### src/rtl/ws2812_frame_sched.sv
// ws2812_frame_sched: grants the shared WS2812 strip to one of three pixel
// sources per frame, steers the pixel mux, starts the serial driver, guards
// the frame with a watchdog, enforces the latch gap and a minimum frame period.
module ws2812_frame_sched #(
   parameter int RST_GAP_CYC   = 15000,
   parameter int FRAME_MIN_CYC = 1000000,
   parameter int TIMEOUT_CYC   = 200000
) (
   input  logic       sys_clk,
   input  logic       sys_rst_n,
   input  logic [2:0] req,
   input  logic       frame_done,
   output logic [2:0] gnt,
   output logic [1:0] src_sel,
   output logic       frame_start,
   output logic [2:0] ack,
   output logic       timeout,
   output logic       busy
);

   localparam int PW = (FRAME_MIN_CYC > 1) ? $clog2(FRAME_MIN_CYC) : 1;
   localparam int WW = (TIMEOUT_CYC > 1)   ? $clog2(TIMEOUT_CYC)   : 1;
   localparam int GW = (RST_GAP_CYC > 1)   ? $clog2(RST_GAP_CYC)   : 1;

   localparam logic [PW-1:0] PERIOD_MAX  = PW'(FRAME_MIN_CYC - 1);
   localparam logic [PW-1:0] PERIOD_ONE  = PW'(1);
   // The frame_start cycle itself is the first cycle of the new period, so the
   // next frame_start lands exactly FRAME_MIN_CYC cycles later.
   localparam logic [PW-1:0] PERIOD_LOAD = (FRAME_MIN_CYC > 1) ? PW'(1) : PW'(0);
   localparam logic [WW-1:0] WDOG_MAX    = WW'(TIMEOUT_CYC - 1);
   localparam logic [WW-1:0] WDOG_ONE    = WW'(1);
   localparam logic [GW-1:0] GAP_MAX     = GW'(RST_GAP_CYC - 1);
   localparam logic [GW-1:0] GAP_ONE     = GW'(1);
   localparam logic [1:0]    SRC_BLANK   = 2'd3;

   typedef enum logic [2:0] {
      ST_IDLE,
      ST_GRANT,
      ST_START,
      ST_SEND,
      ST_GAP
   } state_t;

   state_t        state_q;
   logic [2:0]    gnt_q;
   logic [1:0]    src_sel_q;
   logic          frame_start_q;
   logic [2:0]    ack_q;
   logic          timeout_q;
   logic          busy_q;
   logic          rr_q;        // 0: req[1] preferred, 1: req[2] preferred
   logic [PW-1:0] period_q;
   logic [WW-1:0] wdog_q;
   logic [GW-1:0] gap_q;

   logic [2:0]    win_gnt_d;
   logic [1:0]    win_src_d;
   logic          period_ok;

   assign period_ok = (period_q == PERIOD_MAX);

   // Winner selection: urgent flash first, then round-robin between snake and roll
   always_comb begin
      win_gnt_d = 3'b000;
      win_src_d = SRC_BLANK;
      if (req[0]) begin
         win_gnt_d = 3'b001;
         win_src_d = 2'd0;
      end else if (req[1] && (!req[2] || !rr_q)) begin
         win_gnt_d = 3'b010;
         win_src_d = 2'd1;
      end else if (req[2]) begin
         win_gnt_d = 3'b100;
         win_src_d = 2'd2;
      end
   end

   // Scheduler FSM with its counters and all registered outputs
   always_ff @(posedge sys_clk) begin
      if (!sys_rst_n) begin
         state_q       <= ST_IDLE;
         gnt_q         <= 3'b000;
         src_sel_q     <= SRC_BLANK;
         frame_start_q <= 1'b0;
         ack_q         <= 3'b000;
         timeout_q     <= 1'b0;
         busy_q        <= 1'b0;
         rr_q          <= 1'b0;
         period_q      <= PERIOD_MAX;
         wdog_q        <= '0;
         gap_q         <= '0;
      end else begin
         frame_start_q <= 1'b0;
         ack_q         <= 3'b000;
         timeout_q     <= 1'b0;

         if (period_q != PERIOD_MAX) begin
            period_q <= period_q + PERIOD_ONE;
         end

         case (state_q)
            ST_IDLE: begin
               if ((req != 3'b000) && period_ok) begin
                  gnt_q     <= win_gnt_d;
                  src_sel_q <= win_src_d;
                  busy_q    <= 1'b1;
                  state_q   <= ST_GRANT;
                  // Urgent grants leave the round-robin pointer alone
                  if (!req[0]) begin
                     rr_q <= (win_src_d == 2'd1);
                  end
               end
            end

            ST_GRANT: begin
               // src_sel has been stable for a full cycle; launch the driver
               frame_start_q <= 1'b1;
               period_q      <= PERIOD_LOAD;
               wdog_q        <= '0;
               state_q       <= ST_START;
            end

            ST_START: begin
               if (wdog_q != WDOG_MAX) begin
                  wdog_q <= wdog_q + WDOG_ONE;
               end
               state_q <= ST_SEND;
            end

            ST_SEND: begin
               if (frame_done) begin
                  ack_q     <= gnt_q;
                  gnt_q     <= 3'b000;
                  src_sel_q <= SRC_BLANK;
                  gap_q     <= '0;
                  state_q   <= ST_GAP;
               end else if (wdog_q == WDOG_MAX) begin
                  timeout_q <= 1'b1;
                  gnt_q     <= 3'b000;
                  src_sel_q <= SRC_BLANK;
                  gap_q     <= '0;
                  state_q   <= ST_GAP;
               end else begin
                  wdog_q <= wdog_q + WDOG_ONE;
               end
            end

            ST_GAP: begin
               if (gap_q == GAP_MAX) begin
                  busy_q  <= 1'b0;
                  state_q <= ST_IDLE;
               end else begin
                  gap_q <= gap_q + GAP_ONE;
               end
            end

            default: begin
               gnt_q     <= 3'b000;
               src_sel_q <= SRC_BLANK;
               busy_q    <= 1'b0;
               state_q   <= ST_IDLE;
            end
         endcase
      end
   end

   assign gnt         = gnt_q;
   assign src_sel     = src_sel_q;
   assign frame_start = frame_start_q;
   assign ack         = ack_q;
   assign timeout     = timeout_q;
   assign busy        = busy_q;

endmodule

### config.mk
export PLATFORM = sky130hd
export DESIGN_NAME = ws2812_frame_sched
export DESIGN_NICKNAME = d
export VERILOG_FILES = /design/src/rtl/ws2812_frame_sched.sv
export SDC_FILE = /design/constraint.sdc
export NUM_CORES = 1
export LEC_CHECK = 0
export BUFFER_PORTS_ARGS = -buffer_cell sky130_fd_sc_hd__clkbuf_2
export CAP_MARGIN = 20
export CORE_ASPECT_RATIO = 1.75
export CORE_MARGIN = 3
export CORE_UTILIZATION = 25
export CTS_CLUSTER_DIAMETER = 50
export DETAILED_ROUTE_END_ITERATION = 7
export SETUP_SLACK_MARGIN = 0.2
export SLEW_MARGIN = 15
export SYNTH_ARGS = -nofsm -noshare
export SYNTH_HDL_FRONTEND = slang
export SYNTH_SLANG_ARGS = --single-unit
### constraint.sdc
create_clock -name sys_clk -period 2.3 [get_ports sys_clk]
set_input_delay 0.23 -clock sys_clk [delete_from_list [all_inputs] [get_ports sys_clk]]
set_output_delay 0.23 -clock sys_clk [all_outputs]
set_load 0.01 [all_outputs]
## Word level (Yosys, flattened, before mapping)

Index checks and enable logic that the tools add are counted.

| storage, ports and cells | value |
|---|---|
| flip-flop bits (word level) | 67 |
| logic and storage cells | 92 |

| cells by class | value |
|---|---|
| add/sub/neg operators | 3 |
| equality and inequality tests | 17 |
| mux-type cells | 34 |
| bitwise operators | 5 |
| reduce and logical (&&, ||, !) cells | 21 |

Operators with widths:

| operator | number |
|---|---|
| 2-to-1 mux 18 bit | 3 |
| one-hot mux 18 bit (3 select lines) | 1 |
| 2-to-1 mux 14 bit | 3 |
| 2-to-1 mux 20 bit | 2 |
| 2-to-1 mux 3 bit | 10 |
| one-hot mux 14 bit (2 select lines) | 1 |
| adder 20 x 1 -> 20 bit, second input constant | 1 |
| == test 20 bit, second input constant | 1 |
| != test 20 bit, second input constant | 1 |
| adder 18 x 1 -> 18 bit, second input constant | 1 |
| == test 18 bit, second input constant | 1 |
| != test 18 bit, second input constant | 1 |
| AND reduction 3 bit | 6 |
| one-hot mux 3 bit (5 select lines) | 1 |
| adder 14 x 1 -> 14 bit, second input constant | 1 |
| == test 14 bit, second input constant | 1 |
| != test 2 bit, second input constant | 6 |
| 2-to-1 mux 2 bit | 5 |
| one-hot mux 3 bit (3 select lines) | 1 |
| OR reduction 3 bit | 3 |
| == test 3 x 2 -> 1 bit, second input constant | 2 |
| one-hot mux 2 bit (3 select lines) | 1 |
| nonzero test 3 bit | 2 |
| 2-to-1 mux 1 bit | 5 |
| 13 further kinds | 20 |

## Longest topological paths before layout

| logic depth | value |
|---|---|
| depth after elaboration | 7 |
| depth in mapped cells | 8 |

## Worst setup path before layout

OpenSTA, ideal clock, no wires.

| timing | value |
|---|---|
| path type | reg-to-reg |
| start | register wdog_q[0] |
| end | register src_sel_q[1] (netlist: src_sel[1]) |
| library setup time | 121 ps |
| data arrival time | 1978 ps |
| path slack | 201 ps |
| cell stages (with the launch flop) | 7 |
| period minus slack after synthesis | 2099 ps |
| cells stage by stage | dfxtp_1 ha_1 and3_1 and3_1 a21o_1 a221oi_2 mux2_2 |

| on the way | value |
|---|---|
| cells in the longest elaborated chain, start to end | 3 |

Ends and longest elaborated chain:

| what | line | RTL |
|---|---|---|
| from (decl) | 53 | `logic [WW-1:0] wdog_q;` |
| from (signal assigned) | 125 | `wdog_q <= wdog_q + WDOG_ONE;` |
| from (signal assigned) | 144 | `wdog_q <= wdog_q + WDOG_ONE;` |
| == test 18 bit | 137 | `end else if (wdog_q == WDOG_MAX) begin` |
| != test 3 bit (no line) | - |  |
| AND reduction 3 bit (no line) | - |  |
| to (signal assigned) | 105 | `src_sel_q <= win_src_d;` |
| to (decl) | 46 | `logic [1:0] src_sel_q;` |

No other way between the ends.
A chain may end at the register's enable or synchronous reset.

## Worst setup path after layout

| timing | value |
|---|---|
| start | register wdog_q[12] |
| end | register src_sel_q[1] (netlist: src_sel[1]) |

Same word-level chain as after synthesis.

==> impl_results.rst <==
.. list-table::
   :header-rows: 1

   * - Metric
     - Value
   * - Drt wl/cell
     - 13.59 um
   * - Delay of the slowest cell on the worst path
     - 0.54 ns
   * - Pleak
     - 1.479 nW
   * - Post-synthesis sequential area ratio
     - 39.78%
   * - Worst vdd ir
     - 349.0 uV
   * - Pin slew with the least headroom to its limit
     - 0.7392 ns
   * - Number of violations of the max-capacitance limit
     - 0
   * - CTS Buf Count
     - 9
   * - Area of the multi-input gates
     - 1926 um^2
   * - Cell types occupying the most area after synthesis
     - dfxtp_1 (40%), nand2_1 (4.0%), nand3_1 (3.7%)
   * - Clock transition at the registers of the reported paths
     - 0.06 ns
   * - Instance count of the mapped netlist
     - 391
   * - Number of placed instances, taps included
     - 573
   * - Vias in the first global route
     - 3020
   * - Floorplan die height
     - 159.6 um
   * - Count of hold-fix buffers inserted at cts
     - 0
   * - Routability congestion estimate from global placement
     - 0.7994
   * - Worst clock skew
     - 0.005830 ns
   * - Critical setup path kind
     - reg -> reg
   * - Row Count
     - 55
   * - Element type at the critical path end
     - flop
   * - Area of the core
     - 13080 um^2
   * - Total routed wirelength
     - 8113 um
   * - Shortest clock period the worst path allows after layout
     - 2.077 ns
   * - Largest net degree at the start of global routing
     - 36
   * - #FFs+latches synth
     - 67
   * - Diode insertion count for antenna repair
     - 0
   * - DP Worst Slack
     - 0.2386 ns
   * - Detailed-placement wirelength estimate
     - 5762 um
   * - R2R Path Start
     - wdog_q[12]
   * - Filler Cells Inserted
     - 1380
   * - Register area
     - 1346 um^2
   * - Yosys top cell area share
     - 39.78%
   * - Number of different library cells in the post-synthesis netlist
     - 56
   * - Power density cells
     - 951.2 nW/um^2
   * - Kind of launch point of the worst setup path
     - flop
   * - Total routing usage reported by global routing
     - 11.16%
   * - Cell breakdown of the critical path
     - or4_4 -> nor3_4 -> buf_4 -> a21o_1 -> a221oi_4 -> mux2_2
   * - Clock tree root buffer cell
     - clkbuf_16
   * - First DRT Iteration DRCs
     - 173
   * - Required time at the endpoint of the critical path
     - 2.52 ns
   * - Period utilization
     - 90.30%
   * - Count of placed standard cells in the final layout, fillers left out
     - 597
   * - TritonCTS clock tree
     - yes
   * - Detail Route Antenna Nets
     - 0
   * - Count of cells along the worst register-to-register path
     - 6
   * - Avg Inst Size Synth
     - 8.624 um^2
   * - Die width
     - 93.79 um
   * - Total via count after detailed routing
     - 3047
   * - Area enclosed by the die boundary
     - 14970 um^2
   * - Nets
     - 430
   * - Number of synthesized flops with an enable pin
     - 0
   * - Via/cell ratio
     - 5.104
   * - Total negative slack
     - 0 ns
   * - Fraction of registers with async set/reset
     - 0%
   * - Max-slew violations
     - 0
   * - Final-report setup violation count
     - 0
   * - Ratio of cells with drive above 1 in the final layout
     - 17.61%
   * - Wire length of the first global-routing pass
     - 13630 um
   * - Worst-case headroom to the max-slew limit
     - 50.34%
   * - Area growth syn-to-layout
     - 23.93%
   * - First-pass detailed-route iteration total
     - 5
   * - Post-synthesis instance area
     - 3372 um^2
   * - Most frequent cells after synthesis
     - dfxtp_1 (67), nand2_1 (36), nand3_1 (25)
   * - Data arrival time of the worst path
     - 2.30 ns
   * - Number of buffers on the longest clock path
     - 2
   * - Setup repair after global routing missed its margin
     - yes
   * - Antenna violations before repair
     - 0
   * - Worst hold slack
     - 0.1982 ns
   * - Boundary pin count
     - 17
   * - Number of port buffers
     - 16
   * - Worst min-delay path class
     - in -> reg
   * - Effective utilization at floorplan
     - 25.79%
   * - Termination of the worst setup path
     - src_sel[1]
   * - Clock Latency Late Sink
     - 0.33 ns
   * - Number of warnings printed during yosys synthesis
     - 0
   * - Achievable Freq
     - 481.5 MHz
   * - Startpoint of the worst setup timing path
     - wdog_q[12]
   * - Total clock sinks
     - 67
   * - Most frequently used flop master after synthesis
     - dfxtp_1
   * - FF-to-FF End
     - src_sel[1]
   * - Highest net fanout along the worst path
     - 6
   * - Final worst-path setup slack
     - 0.2230 ns
   * - Post-route cell area
     - 4179 um^2
   * - Hold violation total from the final report
     - 0
   * - Count leader, synth
     - dfxtp_1
   * - R2R setup slack
     - 0.22 ns
   * - Number of nets in the synthesized netlist
     - 400
   * - Worst path slowest cell
     - or4_4
   * - Overflow left after global routing
     - 0
   * - Placed instance area
     - 3697 um^2
   * - Post-route DRC violation count
     - 0
   * - H-tree depth
     - 3
   * - Result of the run
     - finished clean
   * - Largest area contributor in the synthesized netlist
     - dfxtp_1
-- layout make-up --
class                   instances  share of cell area, %
clock buffers                  10                  5.719
clock inverters                 6                  2.665
inverters                       9                 0.8084
multi-input cells             293                  46.08
flip-flops and latches         67                  32.22
well taps                     171                  5.120
repair buffers                 41                  7.395
-- per-layer routing --
metal | part of all wire [%] | routed length (um) | global-route usage, %
met1 | 39 | 3185 | 11.47
met2 | 56 | 4551 | 20.58
met3 | 2.5 | 201 | 2.828
met4 | 2.1 | 174 | 5.062
met5 | 0 | 0 | 0
-- worst min-delay path by stage --
stage               start        end  slack [ns]  cells past startpoint
2_1_floorplan  frame_done    timeout        0.31                      1
3_3_place_gp       gnt[0]     gnt[0]        0.46                      2
3_5_place_dp    wdog_q[1]  wdog_q[1]        0.47                      2
4_1_cts        frame_done    timeout        0.17                      2
5_1_grt        frame_done    timeout        0.20                      2
6_report       frame_done    timeout        0.20                      2
-- repair_timing --
action | 4_1_cts | 5_1_grt
setup endpoints to repair | 0 | 22
resized for setup | 0 | 12
buffers inserted | 0 | 7
-- state kept, by name, summed over array words and instances (netlist names) --
register	count
rr_q	1
src_sel	2
state_q	3
gap_q	14
period_q	20
ack	3
frame_start	1
gnt	3
wdog_q	18
timeout	1
busy	1
-- layout by cell type (no fill, tap or decap), drive strengths merged, types with 5 or more instances in the layout --
master,instances
inv,9
buf,24
nand2,36
nand4,14
nor3b,5
nor2b,5
o211ai,5
xnor2,11
a21oi,24
nand3,25
clkbuf,27
o21ai,26
mux2i,5
and4,5
and3,9
xor2,8
nor4,10
or3,12
a2111o,10
o2111ai,6
nor2,19
and2,12
dfxtp,67
nor3,7
-- per-stage QoR --
stage	utilization (%)	power, mW
after CTS	30.96	3.993
after floorplan	-	2.070
after detailed placement	28.28	2.370
after global routing	31.96	4.199
final	31.96	3.975
after global placement	28.28	2.349
-- worst max-delay path, delay by kind of cell (launching register included) --
family                 cells  cell delay (ns)
AOI/OAI and AO/OA          2             0.25
muxes                      1             0.31
DFF                        1             0.35
buffers and inverters      1             0.18
and+or+nand+nor            2             0.87
-- power breakdown --
group | internal, mW | leakage, nW | total (mW) | switching (mW)
clock | 1.09 | 0.169 | 1.60 | 0.514
combinational | 0.393 | 0.766 | 0.953 | 0.560
sequential | 1.29 | 0.544 | 1.42 | 0.130
total | 2.77 | 1.48 | 3.98 | 1.20
-- kinds of logic after synthesis --
| kind of cell | count (synthesis) | synth area share [%] |
|---|---|---|
| xor+xnor | 19 | 4.935 |
| mux | 6 | 1.818 |
| compound gates | 92 | 19.52 |
| fa+ha+maj | 3 | 1.113 |
| buf+inv | 31 | 4.230 |
| simple gates | 173 | 28.61 |
| flops | 67 | 39.78 |
(Power assumes the default switching activity.)
